--- src/rtl/mlt_pkg.sv ---
// Shared constants for the RV32I multicycle control path.
// Holds the major opcode values (also used by the instruction decoder) and the
// control-sequencer state encodings, plus a helper that flags supported opcodes.
package mlt_pkg;

  localparam int unsigned OPC_W   = 7;
  localparam int unsigned STATE_W = 3;

  // RV32I major opcodes, inst[6:0]
  localparam logic [OPC_W-1:0] OPC_LOAD   = 7'b0000011;
  localparam logic [OPC_W-1:0] OPC_STORE  = 7'b0100011;
  localparam logic [OPC_W-1:0] OPC_OP     = 7'b0110011;
  localparam logic [OPC_W-1:0] OPC_OP_IMM = 7'b0010011;
  localparam logic [OPC_W-1:0] OPC_BRANCH = 7'b1100011;
  localparam logic [OPC_W-1:0] OPC_JAL    = 7'b1101111;
  localparam logic [OPC_W-1:0] OPC_JALR   = 7'b1100111;
  localparam logic [OPC_W-1:0] OPC_LUI    = 7'b0110111;
  localparam logic [OPC_W-1:0] OPC_AUIPC  = 7'b0010111;

  // Sequencer state encodings (visible on the debug state port)
  localparam logic [STATE_W-1:0] S_FETCH  = 3'd0;
  localparam logic [STATE_W-1:0] S_DECODE = 3'd1;
  localparam logic [STATE_W-1:0] S_EXEC   = 3'd2;
  localparam logic [STATE_W-1:0] S_MEM    = 3'd3;
  localparam logic [STATE_W-1:0] S_WB     = 3'd4;
  localparam logic [STATE_W-1:0] S_HALT   = 3'd5;

  // True for every opcode the sequencer knows how to execute
  function automatic logic opc_supported(input logic [OPC_W-1:0] opc);
    case (opc)
      OPC_LOAD, OPC_STORE, OPC_OP, OPC_OP_IMM, OPC_BRANCH,
      OPC_JAL, OPC_JALR, OPC_LUI, OPC_AUIPC: return 1'b1;
      default:                               return 1'b0;
    endcase
  endfunction

endpackage

--- src/rtl/mlt_ack_timer.sv ---
// Bus-handshake wait timer.
// Counts cycles spent waiting for a memory acknowledge and flags expiry when the
// wait reaches TIMEOUT cycles without an ack (TIMEOUT=0 disables expiry).
// Ports:
//   clk, rst  - clock, synchronous active-high reset
//   clear     - a state transition happens this cycle; restart from zero
//   waiting   - sequencer is in a state that waits on a handshake
//   ack       - acknowledge seen this cycle (active-high here)
//   expired   - combinational: last allowed wait cycle passed without ack
module mlt_ack_timer
  import mlt_pkg::*;
#(
  parameter int unsigned TIMEOUT = 16
) (
  input  logic clk,
  input  logic rst,
  input  logic clear,
  input  logic waiting,
  input  logic ack,
  output logic expired
);

  localparam int unsigned CW    = (TIMEOUT > 1) ? $clog2(TIMEOUT) : 1;
  localparam int unsigned LIMIT = (TIMEOUT > 0) ? TIMEOUT - 1 : 0;

  logic [CW-1:0] cnt_q, cnt_d;

  // Count unacknowledged wait cycles; zero outside waiting states
  always_comb begin
    cnt_d = cnt_q;
    if (clear || !waiting) begin
      cnt_d = '0;
    end else if (!ack) begin
      cnt_d = cnt_q + CW'(1);
    end
  end

  always_ff @(posedge clk) begin
    if (rst) begin
      cnt_q <= '0;
    end else begin
      cnt_q <= cnt_d;
    end
  end

  // An ack in the final cycle wins over expiry
  assign expired = (TIMEOUT != 0) && waiting && !ack && (cnt_q == CW'(LIMIT));

endmodule

--- src/rtl/mlt_ctrl_fsm.sv ---
// Multicycle control sequencer for the RV32I datapath.
// Steps each instruction through FETCH/DECODE/EXEC/MEM/WB, drives the datapath
// enables, handles the active-low instruction/data acknowledges and halts on a
// handshake timeout.
// Ports:
//   clk, rst          - clock, synchronous active-high reset
//   opcode            - inst[6:0] from IR, valid from DECODE onward
//   ACKI_n, ACKD_n    - instruction / data memory acknowledge, active-low
//   imem_req, mreq,
//   write, halted     - decoded from state
//   ir_en, mdr_en,
//   pc_en, rf_we,
//   illegal, bus_err  - same-cycle strobes from state plus ack/opcode
//   state             - current state encoding (debug)
//   retired           - completed-instruction count, wraps
module mlt_ctrl_fsm
  import mlt_pkg::*;
#(
  parameter int unsigned TIMEOUT = 16,
  parameter int unsigned CNT_W   = 32
) (
  input  logic             clk,
  input  logic             rst,
  input  logic [6:0]       opcode,
  input  logic             ACKI_n,
  input  logic             ACKD_n,
  output logic             imem_req,
  output logic             mreq,
  output logic             write,
  output logic             ir_en,
  output logic             mdr_en,
  output logic             pc_en,
  output logic             rf_we,
  output logic             illegal,
  output logic             bus_err,
  output logic             halted,
  output logic [2:0]       state,
  output logic [CNT_W-1:0] retired
);

  logic [STATE_W-1:0] state_q, state_d;
  logic [CNT_W-1:0]   retired_q, retired_d;
  logic               waiting, ack, expired, is_store;

  assign is_store = (opcode == OPC_STORE);
  assign waiting  = (state_q == S_FETCH) || (state_q == S_MEM);
  assign ack      = (state_q == S_FETCH) ? !ACKI_n : !ACKD_n;

  mlt_ack_timer #(
    .TIMEOUT (TIMEOUT)
  ) u_ack_timer (
    .clk     (clk),
    .rst     (rst),
    .clear   (state_d != state_q),
    .waiting (waiting),
    .ack     (ack),
    .expired (expired)
  );

  // Next state and same-cycle strobes
  always_comb begin
    state_d = state_q;
    ir_en   = 1'b0;
    mdr_en  = 1'b0;
    pc_en   = 1'b0;
    rf_we   = 1'b0;
    illegal = 1'b0;
    bus_err = 1'b0;
    case (state_q)
      S_FETCH: begin
        if (ack) begin
          ir_en   = 1'b1;
          state_d = S_DECODE;
        end else if (expired) begin
          bus_err = 1'b1;
          state_d = S_HALT;
        end
      end
      S_DECODE: begin
        if (opc_supported(opcode)) begin
          state_d = S_EXEC;
        end else begin
          // Unknown opcode: skip it without counting it as retired
          illegal = 1'b1;
          pc_en   = 1'b1;
          state_d = S_FETCH;
        end
      end
      S_EXEC: begin
        if (opcode == OPC_BRANCH) begin
          pc_en   = 1'b1;
          state_d = S_FETCH;
        end else if ((opcode == OPC_LOAD) || is_store) begin
          state_d = S_MEM;
        end else begin
          state_d = S_WB;
        end
      end
      S_MEM: begin
        if (ack) begin
          if (is_store) begin
            pc_en   = 1'b1;
            state_d = S_FETCH;
          end else begin
            mdr_en  = 1'b1;
            state_d = S_WB;
          end
        end else if (expired) begin
          bus_err = 1'b1;
          state_d = S_HALT;
        end
      end
      S_WB: begin
        rf_we   = 1'b1;
        pc_en   = 1'b1;
        state_d = S_FETCH;
      end
      S_HALT: begin
        state_d = S_HALT;
      end
      default: begin
        state_d = S_FETCH;
      end
    endcase
    // Reset aborts the instruction in flight: no strobes in the reset cycle
    if (rst) begin
      state_d = S_FETCH;
      ir_en   = 1'b0;
      mdr_en  = 1'b0;
      pc_en   = 1'b0;
      rf_we   = 1'b0;
      illegal = 1'b0;
      bus_err = 1'b0;
    end
  end

  // Retire on every PC update that is not an illegal-opcode skip
  always_comb begin
    retired_d = retired_q;
    if (pc_en && !illegal) begin
      retired_d = retired_q + CNT_W'(1);
    end
  end

  always_ff @(posedge clk) begin
    if (rst) begin
      state_q   <= S_FETCH;
      retired_q <= '0;
    end else begin
      state_q   <= state_d;
      retired_q <= retired_d;
    end
  end

  assign imem_req = (state_q == S_FETCH);
  assign mreq     = (state_q == S_MEM);
  assign write    = (state_q == S_MEM) && is_store;
  assign halted   = (state_q == S_HALT);
  assign state    = state_q;
  assign retired  = retired_q;

endmodule

--- config.mk ---
export PLATFORM = sky130hd
export DESIGN_NAME = mlt_ctrl_fsm
export DESIGN_NICKNAME = d
export VERILOG_FILES = /design/src/rtl/mlt_pkg.sv /design/src/rtl/mlt_ack_timer.sv /design/src/rtl/mlt_ctrl_fsm.sv
export SDC_FILE = /design/constraint.sdc
export NUM_CORES = 1
export LEC_CHECK = 0
export CAP_MARGIN = 20
export CORE_ASPECT_RATIO = 0.75
export CORE_MARGIN = 2
export CORE_UTILIZATION = 45
export CTS_CLUSTER_DIAMETER = 200
export DETAILED_ROUTE_END_ITERATION = 10
export PLACE_DENSITY = 0.78
export SYNTH_ARGS = -nofsm -noshare
export SYNTH_HDL_FRONTEND = slang
export SYNTH_SLANG_ARGS = --single-unit
--- constraint.sdc ---
create_clock -name clk -period 6.6 [get_ports clk]
set_input_delay 1.65 -clock clk [delete_from_list [all_inputs] [get_ports clk]]
set_output_delay 1.65 -clock clk [all_outputs]
set_load 0.01 [all_outputs]
======== Yosys cells after proc, flatten, opt, wreduce, memory -nomap -nowiden ========
Index checks and enable logic that the tools add are counted.
Widths: inputs -> output; s select.
storage, ports and cells
  bits in registers ....................... 39
  bits of input ports ..................... 11
  output and inout port bits .............. 45
  logic and storage cells ................. 70
cells by class
  add/sub/neg operators ................... 2
  eq/ne operators ......................... 16
  multiplexer cells ....................... 33
  reductions and logical operators ........ 16
operators by type and width
  operator               count
  $add 32x1->32 const B  1
  $mux 1                 23
  $eq 7x6->1 const B     3
  $eq 7x7->1 const B     3
  $mux 3                 7
  $pmux 3 s5             1
  $eq 7x5->1 const B     2
  $reduce_or 9->1        1
  $eq 7x2->1 const B     1
  $eq 3x2->1 const B     2
  $eq 3x3->1 const B     2
  $logic_not 1->1        5
  $add 4x1->4 const B    1
  $eq 4x4->1 const B     1
  $logic_and 1x1->1      4
  $pmux 1 s4             1
  $reduce_or 2->1        2
  $eq 3x1->1 const B     1
  $logic_not 3->1        1
  $logic_or 1x1->1       3
  $ne 3x3->1             1
  $mux 2                 1

======== Longest topological paths before layout ========
  depth after elaboration ................. 12
  gate-level depth with buffers ........... 9
  mapped depth without buffers ............ 6

======== By module ========
Synthesis repeated with hierarchy kept, for this count alone.
unflattened totals
  cell total of the unflattened synthesis .. 275
  area total of the unflattened synthesis .. 2214.6 sq um
by module, submodules not included
  module         times used  cells an instance  area each (sq um)  seq. area each (sq um)
  mlt_ctrl_fsm   1           256                2035.7             700.7
  mlt_ack_timer  1           19                 178.9              80.1

======== Least setup slack after synthesis ========
Ideal clock, no wire load.
  kind .................................... input-to-output
  start ................................... in rst
  end ..................................... out mdr_en
  data arrival time ....................... 2.625 ns
  required time ........................... 4.950 ns
  path slack .............................. 2.325 ns
  stages on the path ...................... 3
  buffers on the path ..................... 2
  cell sequence ........................... clkbuf_1 clkbuf_1 a2111oi_0
on the way
  cells in the longest elaborated chain, start to end .. 1
RTL lines
  what                RTL line             RTL
  start: declaration  mlt_ctrl_fsm.sv:23   input logic rst,
  $mux 1              mlt_ctrl_fsm.sv:126  if (rst) begin
  end: declaration    mlt_ctrl_fsm.sv:31   output logic mdr_en,
Every way passes these cells.

======== Final worst setup path ========
  start ................................... in opcode[6]
  end ..................................... out pc_en
on the way
  cells in the longest elaborated chain, start to end .. 7
  elaborated cells on any way between the ends .. 18
  those cells by class .................... 9 x eq/ne; 8 x mux; 1 x reduce/logical
RTL lines
  what                                      RTL line                           RTL
  start: declaration                        mlt_ctrl_fsm.sv:24                 input logic [6:0] opcode,
  $eq 7x6->1, or another cell as far along  mlt_pkg.sv:30, mlt_ctrl_fsm.sv:45
  $reduce_or 9->1                           mlt_pkg.sv:30                      case (opc)
  $mux 1                                    mlt_pkg.sv:30
  $mux 1                                    mlt_ctrl_fsm.sv:69                 case (state_q)
  $mux 1                                    mlt_ctrl_fsm.sv:80                 if (opc_supported(opcode)) begin
  $pmux 1 s4 *                              mlt_ctrl_fsm.sv:69
  $mux 1 *                                  mlt_ctrl_fsm.sv:126
  end: declaration                          mlt_ctrl_fsm.sv:32                 output logic pc_en,
Every way passes the cells marked *; elsewhere a longest branch is shown, timed or not. The select of a mux whose other input is x is not followed.

==> metrics.csv <==
stage,metric,value,unit
timing,Max Slew Vio Count,0,
global_routing,initial antenna violation count,0,
power,leak pwr,0.000835,µW
run_status,status,"finished, final reports clean",
global_routing,vias in the first global route,1853,
yosys,Mapped Area,2120,µm²
hold_path,Hold Crit Class,reg2reg,
die,Die X,83.2,µm
timing,final worst-path setup slack,1.31,ns
finish,fraction of layout cells with a size suffix above 1,5.18,%
finish,"commonest non-fill, non-tap cell in the layout",clkdlybuf4s50_1,
timing,Max-Slew Margin vs Limit,40.6,%
detailed_routing,initial DRC count,128,
global_routing,wire length of the first global-routing pass,8.74,mm
die,row cnt,21,
timing,Least-Margin Pin Slew,0.885,ns
yosys,YS warnings,0,
worst_setup_path,Crit path depth,7,
die,die height,63.4,µm
worst_setup_path,Reg2Reg Depth,5,
clock_tree,clk_lat worst skew,0.29,ns
worst_setup_path,Startpoint Class,input port,
power,Cell Pwr Density,156,nW/µm²
yosys,syn nets,271,
worst_setup_path,"slowest stage cell, crit path",clkdlybuf4s50_1,
placement,Detailed Place HPWL,3.87,mm
finish,P&R area growth vs syn,30.8,%
timing,Final Hold Fails,0,
clock_tree,Clock Sinks,39,
power,Tot Pwr,431,µW
detailed_routing,DRC,0,
hold_path,Worst Hold Depth,2,
die,starting density of the core,47.1,%
clock_tree,postcts setup bufs,0,
power,Max VDD drop,0.111,mV
die,core area,4490,µm²
timing,Final setup violation count,0,
yosys,Mean Syn Cell Area,8.21,µm²
yosys,Synth async-reset ratio,0,%
yosys,Synth Flop Type,dfxtp_1,
clock_tree,clk buf depth,2,
global_routing,total track usage,20.1,%
worst_setup_path,"Arr. time, crit path",3.64,ns
timing,fin crit share,80.1,%
worst_setup_path,Crit Path Class,in2out,
die,number of I/O pins,56,
worst_setup_path,Crit path max-delay family,buffers and inverters,
detailed_routing,Routed Antenna Nets,0,
clock_tree,CTS tree,built,
yosys,register area share after synthesis,36.9,%
die,Die ar.,5280,µm²
worst_setup_path,"critical path fanouts, max",8,
timing,post-route setup TNS,0,ns
clock_tree,Num CTS Buffers,5,
global_routing,largest net degree at the start of global routing,28,
timing,clock skew,0.00255,ns
placement,RePlAce Congestion,0.859,
yosys,cells after synthesis,258,
detailed_routing,DRT Wirelength,5.34,mm
placement,placed cell count,359,
yosys,Post-synth EDFFs,0,
clock_tree,htree depth,2,
worst_setup_path,CP dominant cell by count,clkdlybuf4s50_1,
worst_setup_path,CP Data Required Time,4.95,ns
placement,Port-buffer cells,55,
clock_tree,CTS root buffer,clkbuf_8,
yosys,#FFs+latches synth,39,
worst_setup_path,crit end category,output pin,
finish,fin nets,322,
worst_setup_path,CP max stage delay,0.64,ns
placement,DP Worst Slack,1.36,ns
timing,final hold slack,0.499,ns
timing,Tmin final,5.29,ns
timing,fmax,0.189,GHz
clock_tree,post_cts resized,0,
worst_setup_path,CP Cell Sequence,clkdlybuf4s50_1 > nand2_1 > a221oi_1 > nand3_1 > a2bb2oi_1 > o22ai_1 > clkdlybuf4s50_1,
detailed_routing,per-cell routed wire length,14.6,µm
finish,n_diodes,0,
finish,most frequent cells in the layout,"clkdlybuf4s50_1, dfxtp_1, a21oi_1",
clock_tree,CTS Hold Bufs,0,
detailed_routing,1st-pass router iterations,4,
worst_setup_path,CP Buf/Inv Count,2,
yosys,Netlist cell types,47,
detailed_routing,Via-to-Cell Ratio,5.87,
timing,RSZ-0062 raised after global routing,no,
finish,Finished Layout Cells,366,
run,number of max-cap violations,0,
clock_tree,clock slew at reported path FFs,0.07,ns
detailed_routing,via count,2147,
global_routing,Overflow after GRT,0,
[Yosys cell counts, drive strengths merged, types with 3 or more instances]
cell    instances  area (µm²)
a21oi          27         135
and3            3        18.8
and4            4        35.0
buf             5        42.5
clkbuf          8        30.0
dfxtp          39         781
inv             7        26.3
nand2          19        71.3
nand2b          3        18.8
nand3          13        65.1
nand3b          5        37.5
nand4           9        56.3
nor2           18        67.6
nor3            6        30.0
nor4            5        31.3
o21ai          16        80.1
o31ai           8        60.1
or3            12        75.1
or3b            3        28.8
or4             9        71.3
xnor2           6        52.6
[path summary, 6_finish.rpt]
| kind | start | endpoint | slack [ns] |
|---|---|---|---|
| min reg2reg | retired[21] | retired[21] | 0.50 |
| min | retired[21] | retired[21] | 0.50 |
| max | opcode[6] | pc_en | 1.31 |
| max reg2reg | state[2] | retired[23] | 3.68 |
[cell families (layout without fill, tap and decap cells)]
family	after synthesis	in the layout	synth area share (%)
simple gates	120	120	33.0
compound gates	66	66	19.5
flops	39	39	36.9
buf+inv	20	71	4.67
xor+xnor	8	8	3.31
mux	3	3	1.48
fa+ha+maj	2	2	1.18
[routing by layer]
metal	vias to the layer above	global-route usage, %	wire length, µm
li1	1075	-	-
met1	1011	29.7	2790
met2	53	29.4	2270
met3	8	4.46	207
met4	0	5.53	68
met5	-	0	0
[cell type report]
| cell class | instances | area, µm² |
|---|---|---|
| clock buffers | 6 | 82.6 |
| inverters | 7 | 26.3 |
| repair buffers | 57 | 566 |
| multi-input cells | 199 | 1240 |
| flip-flops and latches | 39 | 781 |
| clock inverters | 1 | 5.00 |
| well taps | 57 | 71.3 |
| fillers | 391 | 1720 |
[where the power goes]
group	internal [µW]	switching [µW]
sequential	236	1.92
clock	82.0	81.7
combinational	14.1	15.3
[state kept, by name, summed over array words and instances, names as in the netlist]
| signal | cells |
|---|---|
| retired | 32 |
| u_ack_timer.cnt_q | 4 |
| state | 3 |
[stage by stage]
step	instance area [µm²]	util (%)
finish	2770	61.7
global route	2770	61.7
CTS	2770	61.7
detailed placement	2680	59.7
global placement	2680	59.7
floorplan	2120	-
[worst register-to-register path, cell delays in order, from the launching register on]
cell     delay (ns)
dfxtp_1        0.57
or3b_4         0.47
o31a_1         0.23
or4_1          0.85
or4_1          0.58
a21oi_1        0.15
No activity file was read; power rests on OpenSTA's default activity.
